<file path="src/rtl/lsu_pkg.sv">
// lsu_pkg: shared definitions for the load/store unit.
//   - rd_flag load-type codes
//   - legal store-size wmask constants
//   - FSM state encoding
//   - access_bad(): size/alignment legality check for a captured request
package lsu_pkg;

   localparam logic [2:0] RD_NONE = 3'd0;
   localparam logic [2:0] RD_LW   = 3'd1;
   localparam logic [2:0] RD_LD   = 3'd2;
   localparam logic [2:0] RD_LB   = 3'd3;
   localparam logic [2:0] RD_LH   = 3'd4;
   localparam logic [2:0] RD_LBU  = 3'd5;
   localparam logic [2:0] RD_LHU  = 3'd6;
   localparam logic [2:0] RD_LWU  = 3'd7;

   localparam logic [7:0] WMASK_B = 8'h01;
   localparam logic [7:0] WMASK_H = 8'h03;
   localparam logic [7:0] WMASK_W = 8'h0F;
   localparam logic [7:0] WMASK_D = 8'hFF;

   typedef enum logic [1:0] {
      ST_IDLE = 2'd0,
      ST_REQ  = 2'd1,
      ST_WAIT = 2'd2,
      ST_RESP = 2'd3
   } lsu_state_e;

   // 1 when the access has an illegal size code or is misaligned for its size.
   function automatic logic access_bad(input logic       we,
                                       input logic [7:0] wmask,
                                       input logic [2:0] rd_flag,
                                       input logic [2:0] off);
      logic bad;
      bad = 1'b1;
      if (we) begin
         case (wmask)
            WMASK_B: bad = 1'b0;
            WMASK_H: bad = off[0];
            WMASK_W: bad = |off[1:0];
            WMASK_D: bad = |off;
            default: bad = 1'b1;
         endcase
      end else begin
         case (rd_flag)
            RD_LB, RD_LBU:        bad = 1'b0;
            RD_LH, RD_LHU:        bad = off[0];
            RD_LW, RD_LWU:        bad = |off[1:0];
            RD_LD:                bad = |off;
            default:              bad = 1'b1;
         endcase
      end
      return bad;
   endfunction

endpackage

</file>
<file path="src/rtl/lsu_load_ext.sv">
// lsu_load_ext: combinational load-data extractor.
//   rsp_data  in  64 : aligned doubleword from memory
//   offset    in  3  : byte offset of the access within the doubleword
//   rd_flag   in  3  : load-type code
//   ext_data  out 64 : selected lane, truncated and sign/zero extended
module lsu_load_ext
   import lsu_pkg::*;
(
   input  logic [63:0] rsp_data,
   input  logic [2:0]  offset,
   input  logic [2:0]  rd_flag,
   output logic [63:0] ext_data
);

   logic [63:0] lane;

   always_comb begin
      lane     = rsp_data >> {offset, 3'b000};
      ext_data = '0;
      case (rd_flag)
         RD_LB:   ext_data = {{56{lane[7]}},  lane[7:0]};
         RD_LBU:  ext_data = {56'd0,          lane[7:0]};
         RD_LH:   ext_data = {{48{lane[15]}}, lane[15:0]};
         RD_LHU:  ext_data = {48'd0,          lane[15:0]};
         RD_LW:   ext_data = {{32{lane[31]}}, lane[31:0]};
         RD_LWU:  ext_data = {32'd0,          lane[31:0]};
         RD_LD:   ext_data = lane;
         default: ext_data = '0;
      endcase
   end

endmodule

</file>
<file path="src/rtl/lsu.sv">
// lsu: load/store unit. Accepts one load/store from execute, runs a single
// valid/ready transaction on the data-memory port and returns load data to
// writeback. Stalls the core through lsu_busy while a transaction is open.
//
// Optional feature: define LSU_TIMEOUT_EN to bound the wait for a memory
// response to TIMEOUT cycles (timeout reports lsu_err).
//
// Ports:
//   clk, rst_n                          clock, async active-low reset
//   req_valid/req_ready                 request handshake from execute
//   req_we, req_addr, req_wdata,
//   req_wmask, req_rd_flag, req_rd      request fields
//   mem_req_valid/mem_req_ready         memory request handshake
//   mem_we, mem_addr, mem_wdata,
//   mem_wstrb                           memory request fields (lane-shifted)
//   mem_rsp_valid, mem_rsp_data,
//   mem_rsp_err                         memory response
//   wb_valid, wb_we, wb_rd, wb_data     writeback (one-cycle pulse)
//   lsu_err                             error flag, valid with wb_valid
//   lsu_busy                            state is not IDLE
//
// state | meaning
// IDLE  | ready for a new request
// REQ   | memory request presented, waiting for mem_req_ready
// WAIT  | request accepted, waiting for mem_rsp_valid
// RESP  | writeback pulse this cycle
module lsu
   import lsu_pkg::*;
#(
   parameter int TIMEOUT = 255
) (
   input  logic        clk,
   input  logic        rst_n,
   input  logic        req_valid,
   output logic        req_ready,
   input  logic        req_we,
   input  logic [63:0] req_addr,
   input  logic [63:0] req_wdata,
   input  logic [7:0]  req_wmask,
   input  logic [2:0]  req_rd_flag,
   input  logic [4:0]  req_rd,
   output logic        mem_req_valid,
   input  logic        mem_req_ready,
   output logic        mem_we,
   output logic [63:0] mem_addr,
   output logic [63:0] mem_wdata,
   output logic [7:0]  mem_wstrb,
   input  logic        mem_rsp_valid,
   input  logic [63:0] mem_rsp_data,
   input  logic        mem_rsp_err,
   output logic        wb_valid,
   output logic        wb_we,
   output logic [4:0]  wb_rd,
   output logic [63:0] wb_data,
   output logic        lsu_err,
   output logic        lsu_busy
);

   lsu_state_e  state_q;
   logic        we_q;
   logic [2:0]  off_q;
   logic [2:0]  rd_flag_q;
   logic [4:0]  rd_q;
   logic        req_bad;
   logic [63:0] ext_data;

`ifdef LSU_TIMEOUT_EN
   // Down-counter loaded on entry to WAIT; terminal count 0 ends the wait
   // after exactly TIMEOUT WAIT cycles.
   localparam logic [7:0] TMR_LOAD = 8'(TIMEOUT - 1);
   logic [7:0] tmr_q;
`endif

   assign req_ready = (state_q == ST_IDLE);
   assign lsu_busy  = (state_q != ST_IDLE);
   assign req_bad   = access_bad(req_we, req_wmask, req_rd_flag, req_addr[2:0]);

   lsu_load_ext u_load_ext (
      .rsp_data (mem_rsp_data),
      .offset   (off_q),
      .rd_flag  (rd_flag_q),
      .ext_data (ext_data)
   );

   always_ff @(posedge clk or negedge rst_n) begin
      if (!rst_n) begin
         state_q       <= ST_IDLE;
         we_q          <= 1'b0;
         off_q         <= '0;
         rd_flag_q     <= '0;
         rd_q          <= '0;
         mem_req_valid <= 1'b0;
         mem_we        <= 1'b0;
         mem_addr      <= '0;
         mem_wdata     <= '0;
         mem_wstrb     <= '0;
         wb_valid      <= 1'b0;
         wb_we         <= 1'b0;
         wb_rd         <= '0;
         wb_data       <= '0;
         lsu_err       <= 1'b0;
`ifdef LSU_TIMEOUT_EN
         tmr_q         <= '0;
`endif
      end else begin
         case (state_q)
            ST_IDLE: begin
               if (req_valid) begin
                  we_q      <= req_we;
                  off_q     <= req_addr[2:0];
                  rd_flag_q <= req_rd_flag;
                  rd_q      <= req_rd;
                  if (req_bad) begin
                     // Rejected without touching memory.
                     state_q  <= ST_RESP;
                     wb_valid <= 1'b1;
                     wb_we    <= 1'b0;
                     wb_rd    <= req_rd;
                     wb_data  <= '0;
                     lsu_err  <= 1'b1;
                  end else begin
                     state_q       <= ST_REQ;
                     mem_req_valid <= 1'b1;
                     mem_we        <= req_we;
                     mem_addr      <= {req_addr[63:3], 3'b000};
                     mem_wdata     <= req_we ? (req_wdata << {req_addr[2:0], 3'b000}) : '0;
                     mem_wstrb     <= req_we ? (req_wmask << req_addr[2:0]) : '0;
                  end
               end
            end
            ST_REQ: begin
               if (mem_req_ready) begin
                  state_q       <= ST_WAIT;
                  mem_req_valid <= 1'b0;
                  mem_we        <= 1'b0;
                  mem_addr      <= '0;
                  mem_wdata     <= '0;
                  mem_wstrb     <= '0;
`ifdef LSU_TIMEOUT_EN
                  tmr_q         <= TMR_LOAD;
`endif
               end
            end
            ST_WAIT: begin
               if (mem_rsp_valid) begin
                  state_q  <= ST_RESP;
                  wb_valid <= 1'b1;
                  wb_we    <= !we_q && !mem_rsp_err;
                  wb_rd    <= rd_q;
                  wb_data  <= (!we_q && !mem_rsp_err) ? ext_data : '0;
                  lsu_err  <= mem_rsp_err;
               end
`ifdef LSU_TIMEOUT_EN
               else if (tmr_q == 8'd0) begin
                  state_q  <= ST_RESP;
                  wb_valid <= 1'b1;
                  wb_we    <= 1'b0;
                  wb_rd    <= rd_q;
                  wb_data  <= '0;
                  lsu_err  <= 1'b1;
               end else begin
                  tmr_q <= tmr_q - 8'd1;
               end
`endif
            end
            ST_RESP: begin
               state_q  <= ST_IDLE;
               wb_valid <= 1'b0;
               wb_we    <= 1'b0;
               wb_rd    <= '0;
               wb_data  <= '0;
               lsu_err  <= 1'b0;
            end
            default: state_q <= ST_IDLE;
         endcase
      end
   end

endmodule

</file>
<file path="config.mk">
export PLATFORM = sky130hd
export DESIGN_NAME = lsu
export DESIGN_NICKNAME = d
export VERILOG_FILES = /design/src/rtl/lsu_pkg.sv /design/src/rtl/lsu_load_ext.sv /design/src/rtl/lsu.sv
export SDC_FILE = /design/constraint.sdc
export NUM_CORES = 1
export LEC_CHECK = 0
export CAP_MARGIN = 10
export CORE_UTILIZATION = 41
export CTS_CLUSTER_DIAMETER = 80
export DETAILED_ROUTE_END_ITERATION = 8
export GPL_TIMING_DRIVEN = 0
export HOLD_SLACK_MARGIN = 0.1
export PLACE_DENSITY = 0.77
export SLEW_MARGIN = 15
export SYNTH_ARGS = -nofsm -noshare
export SYNTH_HDL_FRONTEND = slang
export SYNTH_SLANG_ARGS = --single-unit
</file>
<file path="constraint.sdc">
create_clock -name clk -period 2.35 [get_ports clk]
set_input_delay 0.47 -clock clk [delete_from_list [all_inputs] [get_ports clk]]
set_output_delay 0.47 -clock clk [all_outputs]
set_load 0.005 [all_outputs]
</file>
# ---- Word-level counts from Yosys, hierarchy flattened
# Cells that the tools add are included.
dict set report word_totals {
  output_inout_bits 212
  input_bits 215
  word_cells 108
  reg_bits 224
}
dict set report op_classes {
  eq_ne 26
  muxes 48
  shifts 3
  n_reduce_logical 16
}
# cell n
set op_table {}
lappend op_table {{64-bit two-way mux} 10}
lappend op_table {{64-bit case mux with 7 select lines} 1}
lappend op_table {{64-bit case mux with 2 select lines} 2}
lappend op_table {{64-bit case mux with 3 select lines} 1}
lappend op_table {{64-bit by 6-bit left shift with 64-bit output} 1}
lappend op_table {{64-bit by 6-bit right shift with 64-bit output} 1}
lappend op_table {{8-bit two-way mux} 4}
lappend op_table {{3-bit equality test (second input constant)} 8}
lappend op_table {{8-bit case mux with 2 select lines} 1}
lappend op_table {{5-bit two-way mux} 3}
lappend op_table {{5-bit case mux with 3 select lines} 1}
lappend op_table {{1-bit two-way mux} 13}
lappend op_table {{3-bit by 2-bit equality test with 1-bit output (second input constant)} 4}
lappend op_table {{1-bit case mux with 3 select lines} 3}
lappend op_table {{8-bit by 1-bit equality test with 1-bit output (second input constant)} 1}
lappend op_table {{8-bit by 2-bit equality test with 1-bit output (second input constant)} 1}
lappend op_table {{8-bit by 4-bit equality test with 1-bit output (second input constant)} 1}
lappend op_table {{8-bit equality test (second input constant)} 1}
lappend op_table {{2-bit two-way mux} 4}
lappend op_table {{2-bit != test (second input constant)} 4}
lappend op_table {{1-bit case mux with 4 select lines} 2}
lappend op_table {{2-bit case mux with 4 select lines} 1}
lappend op_table {{4-bit AND reduction} 2}
lappend op_table {{2-bit OR reduction} 4}
lappend op_table {{other kinds (14)} 19}

# ---- Logic depth before layout (Yosys ltp)
# Gate-level depths: netlist (run 1).
dict set report depth {
  word_depth 7
  ltp_mapped 10
  mapped_depth_nobuf 8
}

# ---- Cells and area by module
# Synthesis (run 1) repeated with hierarchy kept, for this count alone.
dict set report hier_totals {
  hier_cells 1019
  hier_area_um2 12468.2
}
# mod instances area_each_um2 seq_area_each_um2 cells_each
set by_module_without_submodules {}
lappend by_module_without_submodules {lsu 1 10000.8 5530.3 719}
lappend by_module_without_submodules {lsu_load_ext 1 2467.4 0.0 300}

# ---- Least setup slack after synthesis (run 1)
# Ideal clock, no wire load.
dict set report synth_path {
  kind {input to register}
  start {input req_addr[0]}
  end {register mem_addr[35]}
  path_slack_ps -78
  t_required_ps 2229
  t_arrival_ps 2307
  path_buffers 4
  cell_stages 10
  setup_time_ps 121
  path_cell_list {buf_2 > or3_4 > nor3_2 > a211o_2 > a22oi_2 > or2_1 > buf_2 > buf_6 > buf_6 > a22o_1}
}
dict set report synth_between {
  elab_chain_cells 5
  elab_cells_between_ends 7
  classes_between {1 x eq/ne; 3 x mux; 3 x reduce/logical}
}
# element line
set synth_lines {}
lappend synth_lines {{start, declared} lsu.sv:37} ;# input logic [63:0] req_addr,
lappend synth_lines {{3-bit OR reduction or 2-bit OR reduction (tied branches)} n/a}
lappend synth_lines {{1-bit case mux with 4 select lines (on tied branches)} {lsu_pkg.sv:45, lsu_pkg.sv:37}}
lappend synth_lines {{1-bit two-way mux *} lsu_pkg.sv:36} ;# if (we) begin
lappend synth_lines {{2-bit != test (no source line) *} n/a}
lappend synth_lines {{4-bit AND reduction (no source line) *} n/a}
lappend synth_lines {{end signal, assigned} lsu.sv:125} ;# mem_addr <= {req_addr[63:3], 3'b000};
lappend synth_lines {{end, declared} lsu.sv:45} ;# output logic [63:0] mem_addr,
# Every way passes the cells marked *; elsewhere a longest branch is shown, timed or not.
# A chain may end at the register's enable or synchronous reset.

# ---- Worst setup path in the final report (run 1)
dict set report layout_path {
  start {input req_we}
  end {register mem_wdata[25]}
}
dict set report layout_between {
  elab_chain_cells 4
  elab_cells_between_ends 7
  classes_between {1 x eq/ne; 5 x mux; 1 x reduce/logical}
}
# element line
set layout_lines {}
lappend layout_lines {{start, declared} lsu.sv:36} ;# input logic req_we,
lappend layout_lines {{64-bit two-way mux} lsu.sv:126} ;# mem_wdata <= req_we ? (req_wdata << {req_addr[2:0], 3'b000}) : '0;
lappend layout_lines {{64-bit two-way mux} lsu.sv:113} ;# if (req_bad) begin
lappend layout_lines {{64-bit two-way mux} lsu.sv:108} ;# if (req_valid) begin
lappend layout_lines {{64-bit case mux with 2 select lines} lsu.sv:106} ;# case (state_q)
lappend layout_lines {{end signal, assigned} lsu.sv:126}
lappend layout_lines {{end, declared} lsu.sv:46} ;# output logic [63:0] mem_wdata,
# Parallel ways exist; a longest one is shown, timed or not. The select of a mux whose other input is x is not followed.

==> impl_metrics.yaml, run 1 <==
run_status:
  status: "finished with violations"
  violations: "setup timing"
clock_network:
  htreeDepth: 1
  clock-root-buffer: "clkbuf_16"
  clkSinkCount: 221
  clock_path_buffers: 3
  cts_made_buffers: 26
  insertion_delay_ns: 0.54
  cts_tree: "built"
  cts.clk_slew.worst_paths_ns: 0.06
grt:
  grt_overflow: 0
  grt_start_max_net_pins: 104
  grt_use_met2_pct: 59.48
  use_met3_pct: 7.344
  track_usage_pct: 34.56
  grt_pass1_vias: 12430
  grt_use_met1_pct: 42.74
  grt_pass1_wl_mm: 78.07
  grt_busiest_layer: "met2"
  grt_antenna_before_repair: 7
sta:
  drv_slew: 0
  finalCritPeriodShare_pct: 101.6
  tightest_slew_ns: 0.8392
  worst_slack_ns: -0.03713
  skew_ns: 0.01291
  hold_viol: 0
  finalSetupTns_ns: -0.2106
  rsz0062_at_grt: "true"
  max_slew_margin_pct: 44.05
  finalSetupViolCount: 9
  min_period_ns: 2.387
  fmax_mhz: 418.9
detailed_routing:
  vias: 12180
  ant_nets: 0
  drtIter0Drc: 1037
  routedWlPerCell_um: 25.05
  vias_per_cell: 5.830
  wl_mm: 52.35
  firstDrtPassIters: 7
  drc_errors: 0
layout:
  fill_cells: 2399
  nNetsFinal: 1903
  final_common_cell: "clkdlybuf4s50_1"
  most-common-layout-cells: "411 x clkdlybuf4s50_1, 221 x dfrtp_1, 132 x o21ai_0, 129 x nand2_1, 92 x mux2i_1"
  syn2layout_area_growth_pct: 50.43
  drive_gt1_share_pct: 13.09
synth:
  ys.flop_type: "dfrtp_1"
  ys_ff_latch: 221
  yosys.area.top_type: "dfrtp_1"
  yosysUniqueCellTypes: 57
  syn_area_um2: 11960
  yosysWarnings: 0
  synth_async_sr_flop_share_pct: 100.0
  syn_avg_cell_area_um2: 9.764
  synth_edf_count: 0
  synth.top_cells.by_area: "dfrtp_1 46%, mux2i_1 7.9%, a22o_1 6.5%, o21ai_0 5.5%, mux2_2 4.9%"
  syn_inst: 1225
  synth_top_area_share_pct: 46.23
  synth-seq-area-share_pct: 46.23
floorplanning:
  dieHeight_um: 172.8
  initial_core_util_pct: 41.67
  io_pins: 427
  die_area_um2: 29860
  die_x_um: 172.8
  core.rowCount: 62
  core-area_um2: 28700
placement:
  hpwl_mm: 41.17
  dp_slack_ns: -1.212
  gp_congestion: 0.9814
  numPortBuffers: 421
setup_path:
  r2r_start: "off_q[1]$_DFFE_PN0P_"
  cp-start-kind: "primary input"
  r2r-end: "wb_data[31]$_DFFE_PN0P_"
  cp_data_required_time_ns: 2.75
  arrival_ns: 2.78
  endpoint_kind: "flip-flop"
  reg2regPathDepth: 8
  r2r_setup_slack_ns: 0.03
  path_max_fanout: 10
  crit_type: "in -> reg"
power_and_ir_drop:
  p_int_mw: 11.86
  power.leakage_nw: 7.607
  p_comb_share_pct: 50.1
  vdd_ir_drop_max_uv: 578.4
  net-switching-power_mw: 7.671
  pwr_density_cell_nw_per_um2: 1085
  clkPwrFrac_pct: 22.0
  netSwitchingFraction_pct: 39.28
  power_frac_seq_pct: 27.9
job:
  max_cap_violations: 0
hold_path:
  holdCritPathClass: "in -> async"
cell type report:
class,instances,area [µm²],share of cell area (%)
antenna,2,5.005,0.02781
buffer,107,598.1,3.324
clock buffer,34,710.7,3.950
clock inverter,14,196.4,1.092
inverter,9,35.03,0.1947
multi-input combinational,886,6090,33.84
sequential,221,5530,30.73
tap,384,480.5,2.670
timing repair buffer,433,4348,24.16
through the flow:
| step | std cells | instance area (µm²) | util (%) | power, mW | hold slack (ns) |
|---|---|---|---|---|---|
| after CTS | 2083 | 17860 | 62.21 | 19.31 | 0.3937 |
| after global routing | 2090 | 17990 | 62.69 | 20.48 | 0.4244 |
| final | 2090 | 17990 | 62.69 | 19.53 | 0.3987 |
| after global placement | 2032 | 16690 | 58.13 | 14.57 | 0.4549 |
| after floorplan | 1227 | 11990 | - | 10.17 | 0.1744 |
| after detailed placement | 2034 | 16750 | 58.36 | 14.67 | 0.3604 |
worst max-delay path, stage by stage:
cell and delay [ns]:
clkdlybuf4s50_1 0.51, inv_1 0.15, o21ai_0 0.15, o311a_1 0.42, a22oi_2 0.19, or2_1 0.14
buf_6 0.15, clkbuf_1 0.41, o21ai_0 0.18
kinds of logic after synthesis:
group	Yosys count	synth area share [%]
AND/OR/NAND/NOR	287	10.40
XOR/XNOR	1	0.07324
adder cells (fa/ha/maj)	4	0.4184
multiplexers	156	14.54
other	1	0.03135
AO/OA/AOI/OAI	435	23.96
buffers and inverters	120	4.341
flip-flops	221	46.23
registers in the layout, summed over array words and instances (netlist names), 2 cells and up:
name / count
mem_addr: 61
mem_wdata: 64
mem_wstrb: 8
off_q: 3
rd_flag_q: 3
rd_q: 5
state_q: 2
wb_data: 64
wb_rd: 5
timing repair:
action                                 4_1_cts  5_1_grt
setup buffers                                2        7
pin swaps                                    5        6
hold buffers                                 1        0
endpoints found under the hold margin       38        0
setup endpoints to repair                  209      179
resized for setup                           73       45
worst max path at each step:
stage | from | to | slack (ns) | cells after the start
after floorplan | req_wmask[6] | mem_addr[35]$_DFFE_PN0P_ | -0.02 | 9
final | req_we | mem_wdata[25]$_DFFE_PN0P_ | -0.04 | 9
after global routing | req_we | mem_wdata[28]$_DFFE_PN0P_ | -0.12 | 9
after CTS | req_wmask[3] | wb_data[7]$_DFFE_PN0P_ | -0.06 | 9
after global placement | rst_n | mem_wdata[58]$_DFFE_PN0P_ | -8.44 | 1
after detailed placement | req_wmask[0] | wb_data[11]$_DFFE_PN0P_ | -1.21 | 9
metal layers:
layer | vias up | share of wire, %
met5 | - | 0.080
met1 | 6042 | 39
met4 | 6 | 3.7
li1 | 5398 | -
met2 | 625 | 49
met3 | 113 | 8.2
synth_stat cells, drive strengths merged, types with 4 or more instances:
| library cell | count |
|---|---|
| mux4 | 9 |
| a211oi | 25 |
| nand2 | 129 |
| nand3 | 9 |
| o2bb2ai | 21 |
| clkbuf | 70 |
| nand2b | 9 |
| nor2 | 96 |
| buf | 41 |
| nor3 | 9 |
| nor3b | 4 |
| a21oi | 78 |
| dfrtp | 221 |
| a22o | 89 |
| inv | 7 |
| o31ai | 8 |
| nor2b | 15 |
| ha | 4 |
| o41ai | 7 |
| o22ai | 31 |
| mux2i | 95 |
| o21ai | 155 |
| mux2 | 52 |
| or2 | 5 |
power groups by stage:
stage	clock network [mW]	logic, mW	registers [mW]
6_report	4.30	9.78	5.45
5_1_grt	4.50	10.4	5.57
4_1_cts	4.33	9.58	5.40
3_5_place_dp	0	9.23	5.44
3_3_place_gp	0	9.15	5.42
2_1_floorplan	0	4.75	5.42
(Power assumes the default switching activity.)
==> run 2, diff against run 1 <==
--- a/config.mk
+++ b/config.mk
@@ -6,12 +6,13 @@
 export NUM_CORES = 1
 export LEC_CHECK = 0
 export CAP_MARGIN = 10
+export CORE_MARGIN = 1.5
 export CORE_UTILIZATION = 41
 export CTS_CLUSTER_DIAMETER = 80
 export DETAILED_ROUTE_END_ITERATION = 8
 export GPL_TIMING_DRIVEN = 0
 export HOLD_SLACK_MARGIN = 0.1
-export PLACE_DENSITY = 0.77
+export PLACE_DENSITY = 0.78
 export SLEW_MARGIN = 15
 export SYNTH_ARGS = -nofsm -noshare
 export SYNTH_HDL_FRONTEND = slang
==> run 2 against run 1 <==
The run now ends clean. Count of clock-buffer cells in the layout decreased by 3. Sequential share of layout area increased by 0.24 points. Final cell count decreased by 0.29%. Sequential power decreased by 0.7%.
==> impl_metrics.yaml, run 2 (synthesis results as in run 1) <==
floorplanning:
  dieHeight_um: 173.8
  io_pins: 427
  die_x_um: 173.8
  initial_core_util_pct: 41.67
  die_area_um2: 30210
  core-area_um2: 28700
  core.rowCount: 62
layout:
  final_common_cell: "clkdlybuf4s50_1"
  seqCellArea_um2: 5530
  nNetsFinal: 1900
  most-common-layout-cells: "408 x clkdlybuf4s50_1, 221 x dfrtp_1, 132 x o21ai_0, 129 x nand2_1, 95 x mux2i_1"
  syn2layout_area_growth_pct: 49.26
  largestRegisters: "mem_wdata (64), wb_data (64), mem_addr (61)"
  drive_gt1_share_pct: 12.43
  multiInputGateArea_um2: 6047
  layoutNonFillerInstCount: 2084
  fill_cells: 2462
placement:
  numPortBuffers: 421
  hpwl_mm: 40.62
  gp_congestion: 1.014
  dp_cells: 2034
sta:
  drv_slew: 0
  min_period_ns: 2.312
  fmax_mhz: 432.4
  tightest_slew_ns: 0.8742
  skew_ns: 0.007775
  finalCritPeriodShare_pct: 98.40
  timing.hold.ws_ns: 0.4052
  hold_viol: 0
  max_slew_margin_pct: 41.72
  finalSetupViolCount: 0
grt:
  grt_start_max_net_pins: 104
  grt_overflow: 0
  grt_antenna_before_repair: 5
  grt_pass1_vias: 12230
  track_usage_pct: 33.19
  grt_pass1_wl_mm: 75.99
detailed_routing:
  routedWlPerCell_um: 24.74
  ant_nets: 0
  drc_errors: 0
  vias: 12160
  vias_per_cell: 5.837
  firstDrtPassIters: 5
  wl_mm: 51.55
  drtIter0Drc: 867
setup_path:
  arrival_ns: 2.77
  cpPeakStageDelay_ns: 0.62
  crit_slowest_cell: "clkdlybuf4s50_1"
  endpoint_kind: "flip-flop"
  cp-start-kind: "primary input"
  crit_type: "in -> reg"
  crit_chain: "clkdlybuf4s50_1 -> mux2i_1 -> mux4_2 -> nor4b_4 -> o21a_2 -> buf_6 -> a21oi_1 -> o21ai_1"
  path_max_fanout: 10
  cp_data_required_time_ns: 2.80
clock_network:
  clkSinkCount: 221
  htreeDepth: 1
  clock_path_buffers: 3
  cts_tree: "built"
  cts_made_buffers: 25
  cts.clk_slew.worst_paths_ns: 0.06
  clock-root-buffer: "clkbuf_16"
  insertion_delay_ns: 0.53
run_status:
  status: "finished, final reports clean"
power_and_ir_drop:
  pwr_density_cell_nw_per_um2: 1072
  vdd_ir_drop_max_uv: 542.7
  power.leakage_nw: 7.584
  power.total_mw: 19.13
job:
  max_cap_violations: 0
hold_path:
  holdCritPathClass: "in -> async"
[run 2: cell count changes in the layout (fill, tap and decap cells not counted), moves of 2 or more]
cell	previous run	this run
mux2i_2	3	0
nand2b_2	1	3
inv_2	2	0
buf_2	10	15
clkbuf_2	25	23
clkbuf_4	6	4
mux2i_1	92	95
dlygate4sd2_1	7	9
inv_1	5	7
buf_4	18	16
clkdlybuf4s50_1	411	408
[run 2: through the flow]
stage / util [%] / worst slack (ns) / area [µm²] / setup TNS, ns
finish: 62.20 / 0.03753 / 17850 / 0
global route: 62.18 / -0.03072 / 17850 / -0.1088
CTS: 61.77 / 0.001640 / 17730 / 0
detailed placement: 58.36 / -1.258 / 16750 / -189.46
global placement: 58.13 / -8.478 / 16690 / -2044.55
floorplan: - / -0.01692 / 11990 / -0.4734
[run 2: path summary, 6_finish.rpt]
kind                                           start                   endpoint  slack, ns  cells past startpoint
setup / recovery                    mem_rsp_data[63]    wb_data[31]$_DFFE_PN0P_       0.04                      8
hold / removal                                 rst_n   mem_addr[59]$_DFFE_PN0P_       0.41                      2
setup reg to reg                off_q[2]$_DFFE_PN0P_    wb_data[54]$_DFFE_PN0P_       0.06                      8
hold reg to reg            mem_req_valid$_DFFE_PN0P_  mem_req_valid$_DFFE_PN0P_       0.48                      1
max in group asynchronous                      rst_n  mem_wdata[55]$_DFFE_PN0P_       0.73                      4
min in group clk                         req_addr[0]   mem_wstrb[1]$_DFFE_PN0P_       0.45                      4
[run 2: critical path, delay by kind of cell]
family	cells	cell delay [ns]
mux	2	0.73
compound gates	3	0.52
simple gates	1	0.26
buf+inv	2	0.79
[run 2: report_power, final]
group / leakage, nW / total (mW) / switching [mW] / internal [mW]
logic: 4.16 / 9.69 / 5.27 / 4.42
clock network: 0.412 / 4.03 / 1.65 / 2.38
registers: 3.01 / 5.41 / 0.607 / 4.81
[run 2: cell type report]
type | instances | area share (%)
Clock inverter | 12 | 0.8690
Tap cell | 384 | 2.691
Multi-Input combinational cell | 886 | 33.87
Timing Repair Buffer | 431 | 24.27
Antenna cell | 3 | 0.04205
Buffer | 107 | 3.287
Sequential cell | 221 | 30.98
Clock buffer | 31 | 3.798
Inverter | 9 | 0.1962
[run 2: timing repair]
action                     CTS  global route
hold buffers                 1             0
pin swaps                    8             8
resized for setup           64            44
setup buffers                3             4
hold endpoints to repair    37             0
setup endpoints to repair  209           150
[run 2: routing by layer]
layer  wire length [µm]  vias to the layer above  track usage (%)  part of all wire (%)
met5                 13                        -                0                 0.025
met4               1933                        2            11.03                   3.7
met2              25240                      637            57.25                    49
met1              20050                     6025            40.98                    39
li1                   -                     5380                -                     -
met3               4310                      120            7.544                   8.4
